$ cat config.mk
export PLATFORM = sky130hd
export DESIGN_NAME = rf_sequencer
export DESIGN_NICKNAME = d
export VERILOG_FILES = /design/src/rtl/rf_sequencer.sv
export SDC_FILE = /design/constraint.sdc
export NUM_CORES = 1
export LEC_CHECK = 0
export CORE_ASPECT_RATIO = 2
export CORE_MARGIN = 2
export CORE_UTILIZATION = 40
export DETAILED_ROUTE_END_ITERATION = 6
export REMOVE_ABC_BUFFERS = 1
export SYNTH_ARGS = -nofsm -noshare
export SYNTH_HDL_FRONTEND = slang
export SYNTH_SLANG_ARGS = --single-unit
$ cat constraint.sdc
create_clock -name i_clk -period 6.2 [get_ports i_clk]
set_input_delay 0.93 -clock i_clk [delete_from_list [all_inputs] [get_ports i_clk]]
set_output_delay 0.93 -clock i_clk [all_outputs]
set_load 0.005 [all_outputs]
$ cat src/rtl/rf_sequencer.sv
`default_nettype none
// ============================================================================
// Module   : rf_sequencer
// Brief    : Initiator-side controller for an 8x16 register file. Accepts one
//            register-to-register instruction (MOV-imm, ADD, AND, MVN), reads
//            the operands through the read port, computes the result and
//            stores it through the write port, then pulses o_done.
// Options  : RF_SEQUENCER_SHIFTER_EN - builds the B-operand shifter
//            (none / LSL1 / LSR1 / ASR1) selected by the latched shift field.
// Revision : 1.0 - initial release
// ============================================================================
module rf_sequencer (
  input  logic        i_clk,
  input  logic        i_reset,
  input  logic        i_start,
  input  logic [1:0]  i_op,
  input  logic [2:0]  i_rd,
  input  logic [2:0]  i_rn,
  input  logic [2:0]  i_rm,
  input  logic [7:0]  i_imm,
  input  logic [1:0]  i_shift,
  output logic        o_busy,
  output logic        o_done,
  output logic [15:0] o_result,
  output logic [2:0]  o_status,
  output logic [2:0]  o_rf_readnum,
  input  logic [15:0] i_rf_data_out,
  output logic [2:0]  o_rf_writenum,
  output logic        o_rf_write,
  output logic [15:0] o_rf_data_in
);

  localparam logic [1:0] c_OP_MOV = 2'b00;
  localparam logic [1:0] c_OP_ADD = 2'b01;
  localparam logic [1:0] c_OP_AND = 2'b10;
  localparam logic [1:0] c_OP_MVN = 2'b11;

  typedef enum logic [2:0] {
    S_IDLE   = 3'd0,
    S_READ_A = 3'd1,
    S_READ_B = 3'd2,
    S_EXEC   = 3'd3,
    S_WRITE  = 3'd4
  } state_t;

  state_t      r_state;
  state_t      w_next;

  // Latched instruction fields and captured operands
  logic [1:0]  r_op;
  logic [2:0]  r_rd;
  logic [2:0]  r_rm;
  logic [7:0]  r_imm;
  logic [15:0] r_a;
  logic [15:0] r_b;
  logic [15:0] r_result;
  logic [2:0]  r_status;
  logic [2:0]  r_readnum;
  logic [2:0]  r_writenum;
  logic [15:0] r_data_in;
  logic        r_done;

  logic [15:0] w_bs;
  logic [15:0] w_sum;
  logic [15:0] w_c;
  logic        w_v;
  logic [2:0]  w_flags;

`ifdef RF_SEQUENCER_SHIFTER_EN
  logic [1:0]  r_shift;

  // Latch the shift select together with the rest of the instruction
  always_ff @(posedge i_clk or posedge i_reset) begin
    if (i_reset) begin
      r_shift <= 2'b00;
    end else if (r_state == S_IDLE && i_start) begin
      r_shift <= i_shift;
    end
  end

  // B-operand shifter: none, LSL1, LSR1 (zero fill), ASR1
  always_comb begin
    w_bs = r_b;
    case (r_shift)
      2'b01:   w_bs = {r_b[14:0], 1'b0};
      2'b10:   w_bs = {1'b0, r_b[15:1]};
      2'b11:   w_bs = {r_b[15], r_b[15:1]};
      default: w_bs = r_b;
    endcase
  end
`else
  // Without the shifter the shift field has no consumer
  logic w_unused_shift;
  assign w_unused_shift = ^i_shift;
  assign w_bs           = r_b;
`endif

  assign w_sum = r_a + w_bs;

  // ALU: result and signed-overflow flag for the latched opcode
  always_comb begin
    w_c = 16'h0000;
    w_v = 1'b0;
    case (r_op)
      c_OP_MOV: w_c = {{8{r_imm[7]}}, r_imm};
      c_OP_ADD: begin
        w_c = w_sum;
        w_v = (r_a[15] == w_bs[15]) && (w_sum[15] != r_a[15]);
      end
      c_OP_AND: w_c = r_a & w_bs;
      c_OP_MVN: w_c = ~w_bs;
      default:  w_c = 16'h0000;
    endcase
  end

  assign w_flags = {(w_c == 16'h0000), w_c[15], w_v};

  // State register
  always_ff @(posedge i_clk or posedge i_reset) begin
    if (i_reset) begin
      r_state <= S_IDLE;
    end else begin
      r_state <= w_next;
    end
  end

  // Next-state logic; MOV skips both reads, MVN skips the A read
  always_comb begin
    w_next = r_state;
    case (r_state)
      S_IDLE: begin
        if (i_start) begin
          case (i_op)
            c_OP_MOV: w_next = S_EXEC;
            c_OP_MVN: w_next = S_READ_B;
            default:  w_next = S_READ_A;
          endcase
        end
      end
      S_READ_A: w_next = S_READ_B;
      S_READ_B: w_next = S_EXEC;
      S_EXEC:   w_next = S_WRITE;
      S_WRITE:  w_next = S_IDLE;
      default:  w_next = S_IDLE;
    endcase
  end

  // Datapath: latch instruction, steer read address one state ahead, capture
  // operands, and register the result, flags and write-port values
  always_ff @(posedge i_clk or posedge i_reset) begin
    if (i_reset) begin
      r_op       <= 2'b00;
      r_rd       <= 3'd0;
      r_rm       <= 3'd0;
      r_imm      <= 8'h00;
      r_a        <= 16'h0000;
      r_b        <= 16'h0000;
      r_result   <= 16'h0000;
      r_status   <= 3'b000;
      r_readnum  <= 3'd0;
      r_writenum <= 3'd0;
      r_data_in  <= 16'h0000;
      r_done     <= 1'b0;
    end else begin
      r_done <= (r_state == S_WRITE);
      case (r_state)
        S_IDLE: begin
          if (i_start) begin
            r_op  <= i_op;
            r_rd  <= i_rd;
            r_rm  <= i_rm;
            r_imm <= i_imm;
            if (i_op == c_OP_ADD || i_op == c_OP_AND) begin
              r_readnum <= i_rn;
            end else if (i_op == c_OP_MVN) begin
              r_readnum <= i_rm;
            end
          end
        end
        S_READ_A: begin
          r_a       <= i_rf_data_out;
          r_readnum <= r_rm;
        end
        S_READ_B: begin
          r_b <= i_rf_data_out;
        end
        S_EXEC: begin
          r_result   <= w_c;
          r_status   <= w_flags;
          r_writenum <= r_rd;
          r_data_in  <= w_c;
        end
        default: begin
        end
      endcase
    end
  end

  assign o_busy        = (r_state != S_IDLE);
  assign o_done        = r_done;
  assign o_result      = r_result;
  assign o_status      = r_status;
  assign o_rf_readnum  = r_readnum;
  assign o_rf_writenum = r_writenum;
  assign o_rf_write    = (r_state == S_WRITE);
  assign o_rf_data_in  = r_data_in;

endmodule
`default_nettype wire

; Word-level counts from Yosys, hierarchy flattened
; Cells that the tools add are included.
[word_totals]
regBits = 77
in_bits = 40
output_inout_bits = 44
[op_classes]
add_sub_neg = 1
eq_ne = 14
muxes = 9
bitwise_logic = 2
reduce_logical = 10
[ops]
columns = cell, n
row1 = one-hot mux 16 bit (4 select lines), 1
row2 = adder 16 bit, 1
row3 = AND 16 bit, 1
row4 = logical NOT 16 bit, 1
row5 = inverter 16 bit, 1
row6 = two-way mux 3 bit, 4
row7 = one-hot mux 3 bit (4 select lines), 1
row8 = == test 2 bit (second input constant), 4
row9 = == test 3 x 2 -> 1 bit (second input constant), 2
row10 = one-hot mux 3 bit (2 select lines), 1
row11 = == test 2 x 1 -> 1 bit (second input constant), 2
row12 = logical NOT 2 bit, 2
row13 = one-hot mux 2 bit (2 select lines), 1
row14 = == test 3 x 1 -> 1 bit (second input constant), 1
row15 = == test 3 bit (second input constant), 1
row16 = logical NOT 3 bit, 1
row17 = inequality test 3 bit (second input constant), 1
row18 = AND reduction 3 bit, 1
row19 = nonzero test 3 bit, 1
row20 = inequality test 2 bit (second input constant), 1
row21 = AND reduction 2 bit, 1
row22 = nonzero test 2 bit, 1
row23 = == test 1 bit, 1
row24 = logical AND 1 bit, 1
row25 = 3 further kinds, 3

; Logic depth before layout (Yosys ltp)
[logic_depth]
ltp_word = 5
depth_mapped = 12
mapped_depth_nobuf = 12

; Worst setup path after synthesis
; No wires, ideal clock.
[synth_timing]
path_kind = reg2reg
start = register r_a[0]
end = register r_status[2] (netlist: o_status[2])
setup_ns = 0.092
arrival_ns = 2.931
path_slack_ns = 3.177
stages_incl_launch_ff = 13
path_buffers = 0
path_cell_list = dfrtp_1 -> ha_1 -> inv_1 -> fa_1 -> nor2b_1 -> o31a_1 -> o21ai_0 -> a21oi_1 -> xnor2_1 -> o21ai_0 -> or4_1 -> or4b_1 -> o31ai_2
[synth_between]
elab_chain_cells = 3
word_cells_on_any_way = 4
cone_classes = add/sub (1) / mux (1) / bitwise (1) / reduce/logical (1)
[synth_lines]
columns = element, line
row1 = "start, declared", 54  ; logic [15:0] r_a;
row2 = "start signal, assigned", 181  ; r_a <= i_rf_data_out;
row3 = adder 16 bit / AND 16 bit (equally long branches), "98, 110"
row4 = one-hot mux 16 bit (4 select lines) (*), 104  ; case (r_op)
row5 = logical NOT 16 bit (*), 116  ; assign w_flags = {(w_c == 16'h0000), w_c[15], w_v};
row6 = "end signal, assigned", 189  ; r_status <= w_flags;
row7 = "end, declared", 57  ; logic [2:0] r_status;
; Mark *: on every way between the ends. The rest lies on a longest branch, timed or not.
; A chain may end at the register's enable or synchronous reset.

; Worst setup path after layout
; Ends and elaborated chain as after synthesis.

==> results.tsv <==
metric	value	unit
first-pass GRT wire length	16700	µm
Ant. Diodes	0	
via count	3203	
CTS sink count	76	
Synth area leader	dfrtp_1	
GPL Wtd Cong	0.858	
Async SR Flop Fraction	100	%
Power Density	624	nW/µm²
Util after Layout	51.4	%
Worst setup SP type	flop	
Syn Area/Cell	10.3	µm²
#FFs+latches synth	76	
drt pass-1 iters	4	
largest net degree at the start of global routing	77	
predominant post-synthesis flop cell	dfrtp_1	
max-cap violations	0	
grt ovf	0	
port bufs	81	
vias in the first global route	3354	
Seq/Total Area, Yosys	45.2	%
row count	53	
Initial Utilization	40.5	%
# resized after CTS	0	
die extent in x	76.6	µm
EDFF count, synth	0	
worst-margin pin slew	1.16	ns
drt initial violations	165	
relative max-transition margin	22.5	%
WP data required	6.44	ns
Synth Cell Area	4210	µm²
Synth Warn #	0	
Routed Antenna Nets	0	
Total Wirelength	9800	µm
Die Y-Extent	149	µm
cts bufs inserted	9	
Total Power	3340	µW
initial antenna violation count	0	
DPL Wire Length	7260	µm
synth top area cells	dfrtp_1, mux2_2, ha_1	
Ports	84	
Mapped Cells	409	
Clk pin slew, worst setup/hold paths	0.06	ns
FMAX	288	MHz
DRC	0	
routed len/inst	16.0	µm
Worst-Skew Late Latency	0.33	ns
Netlist cell types	57	
setup TNS	0	ns
CTS H-tree lvls	3	
Critical Path AT	3.72	ns
commonest non-fill, non-tap cell in the layout	clkdlybuf4s50_1	
RSZ-0062 raised after global routing	no	
skew final	0.00527	ns
cell leakage power	0.00229	µW
period utilization	56.1	%
Min-Delay Path Class	flop to flop	
fin. max-slew vios	0	
GRT Util Overall	18.8	%
postcts setup bufs	0	
Final setup viols	0	
Fin. Hold Viols	0	
Core ar.	10400	µm²
P&R area growth vs syn	27.2	%
crit path kind	flop to flop	
Root Driver	clkbuf_16	
Critical Path Fanout Max	3	
Min Clock Period, post-route	3.48	ns
layout cell share with drive strength beyond 1	15.5	%
vias per inst	5.22	
CTS tree	built	
CP Capture Type	flop	
die area	11400	µm²
Peak VDD IR	251	µV
post-synth top area share	45.2	%
clk buf depth	2	
commonest non-fill, non-tap cells in the layout	clkdlybuf4s50_1, dfrtp_1, nand2_1	
status	complete, no violations	
hold_buf cts	0	
final net count	531	
## routing by layer
| layer | up-vias | global-route usage (%) | wire [µm] |
|---|---|---|---|
| met5 | - | 0 | 0 |
| met3 | 16 | 3.45 | 315 |
| met2 | 77 | 34.6 | 5400 |
| met1 | 1563 | 20.5 | 3830 |
| li1 | 1547 | - | - |
| met4 | 0 | 8.82 | 261 |
## flip-flops by register name, summed over array words and instances, names as in the netlist
register	count
r_a	16
r_b	16
o_rf_data_in	15
r_imm	8
o_rf_readnum	3
o_rf_writenum	3
o_status	3
r_rd	3
r_rm	3
r_state	3
r_op	2
o_done	1
## cells by family after synthesis
kind of cell    after synthesis  share of synthesized area [%]
compound gates               79                           12.2
buf+inv                      51                           6.33
flops                        76                           45.2
fa+ha+maj                    19                           5.82
mux                          54                           15.3
xor+xnor                     11                           2.29
simple gates                119                           12.9
## cells in the mapped netlist, drive strengths merged (2+ instances only)
cell type / count
o21a: 2
buf: 23
nor2b: 4
and2: 3
nand2b: 4
nand3b: 2
ha: 18
dfrtp: 76
nor3b: 3
clkbuf: 10
mux4: 4
nor2: 30
and3: 2
mux2i: 7
nand3: 5
o22a: 3
o211ai: 2
a21oi: 15
a21o: 3
nand2: 55
xnor2: 10
mux2: 43
a31oi: 7
a211oi: 4
o21ai: 29
nor3: 4
o31ai: 3
inv: 17
## final cells by class
class	instances	area (µm²)
Clock buffer	12	246
Fill cell	1000	5060
Multi-Input combinational cell	282	2050
Tap cell	137	171
Clock inverter	4	72.6
Inverter	18	67.6
Sequential cell	76	1900
Timing Repair Buffer	85	841
## where the power goes
part	switching, µW	internal, µW	total (µW)
clock	193	363	556
sequential	200	745	945
combinational	891	949	1840
## stage by stage
stage | std cells | instance area [µm²] | setup WS, ns | hold slack (ns)
6_report | 614 | 5360 | 2.72 | 0.460
5_1_grt | 614 | 5360 | 2.52 | 0.498
4_1_cts | 614 | 5360 | 2.69 | 0.468
3_5_place_dp | 598 | 5040 | 2.74 | 0.455
3_3_place_gp | 598 | 5040 | 2.78 | 0.448
2_1_floorplan | 376 | 4010 | 3.18 | 0.435
## worst paths after layout
| path | start | end | slack, ns | cells after the start |
|---|---|---|---|---|
| setup / recovery | r_a[0] | o_status[2] | 2.72 | 12 |
| hold / removal | r_rd[2] | o_rf_writenum[2] | 0.46 | 2 |
| setup reg to reg | r_a[0] | o_status[2] | 2.72 | 12 |
| hold reg to reg | r_rd[2] | o_rf_writenum[2] | 0.46 | 2 |
| max in group asynchronous | i_reset | r_b[4] | 4.36 | 3 |
| min in group asynchronous | i_reset | o_rf_writenum[2] | 1.20 | 3 |
## worst max-delay path, cell delays in order (launching register included)
cell	delay, ns
dfrtp_1	0.36
ha_1	0.23
inv_1	0.07
fa_1	0.40
nor2b_1	0.20
o31a_1	0.16
o21ai_0	0.13
a21oi_1	0.35
xnor2_1	0.16
o21ai_0	0.12
or4_1	0.51
or4b_1	0.53
o31ai_2	0.18
Power figures use the tool's default switching activity.
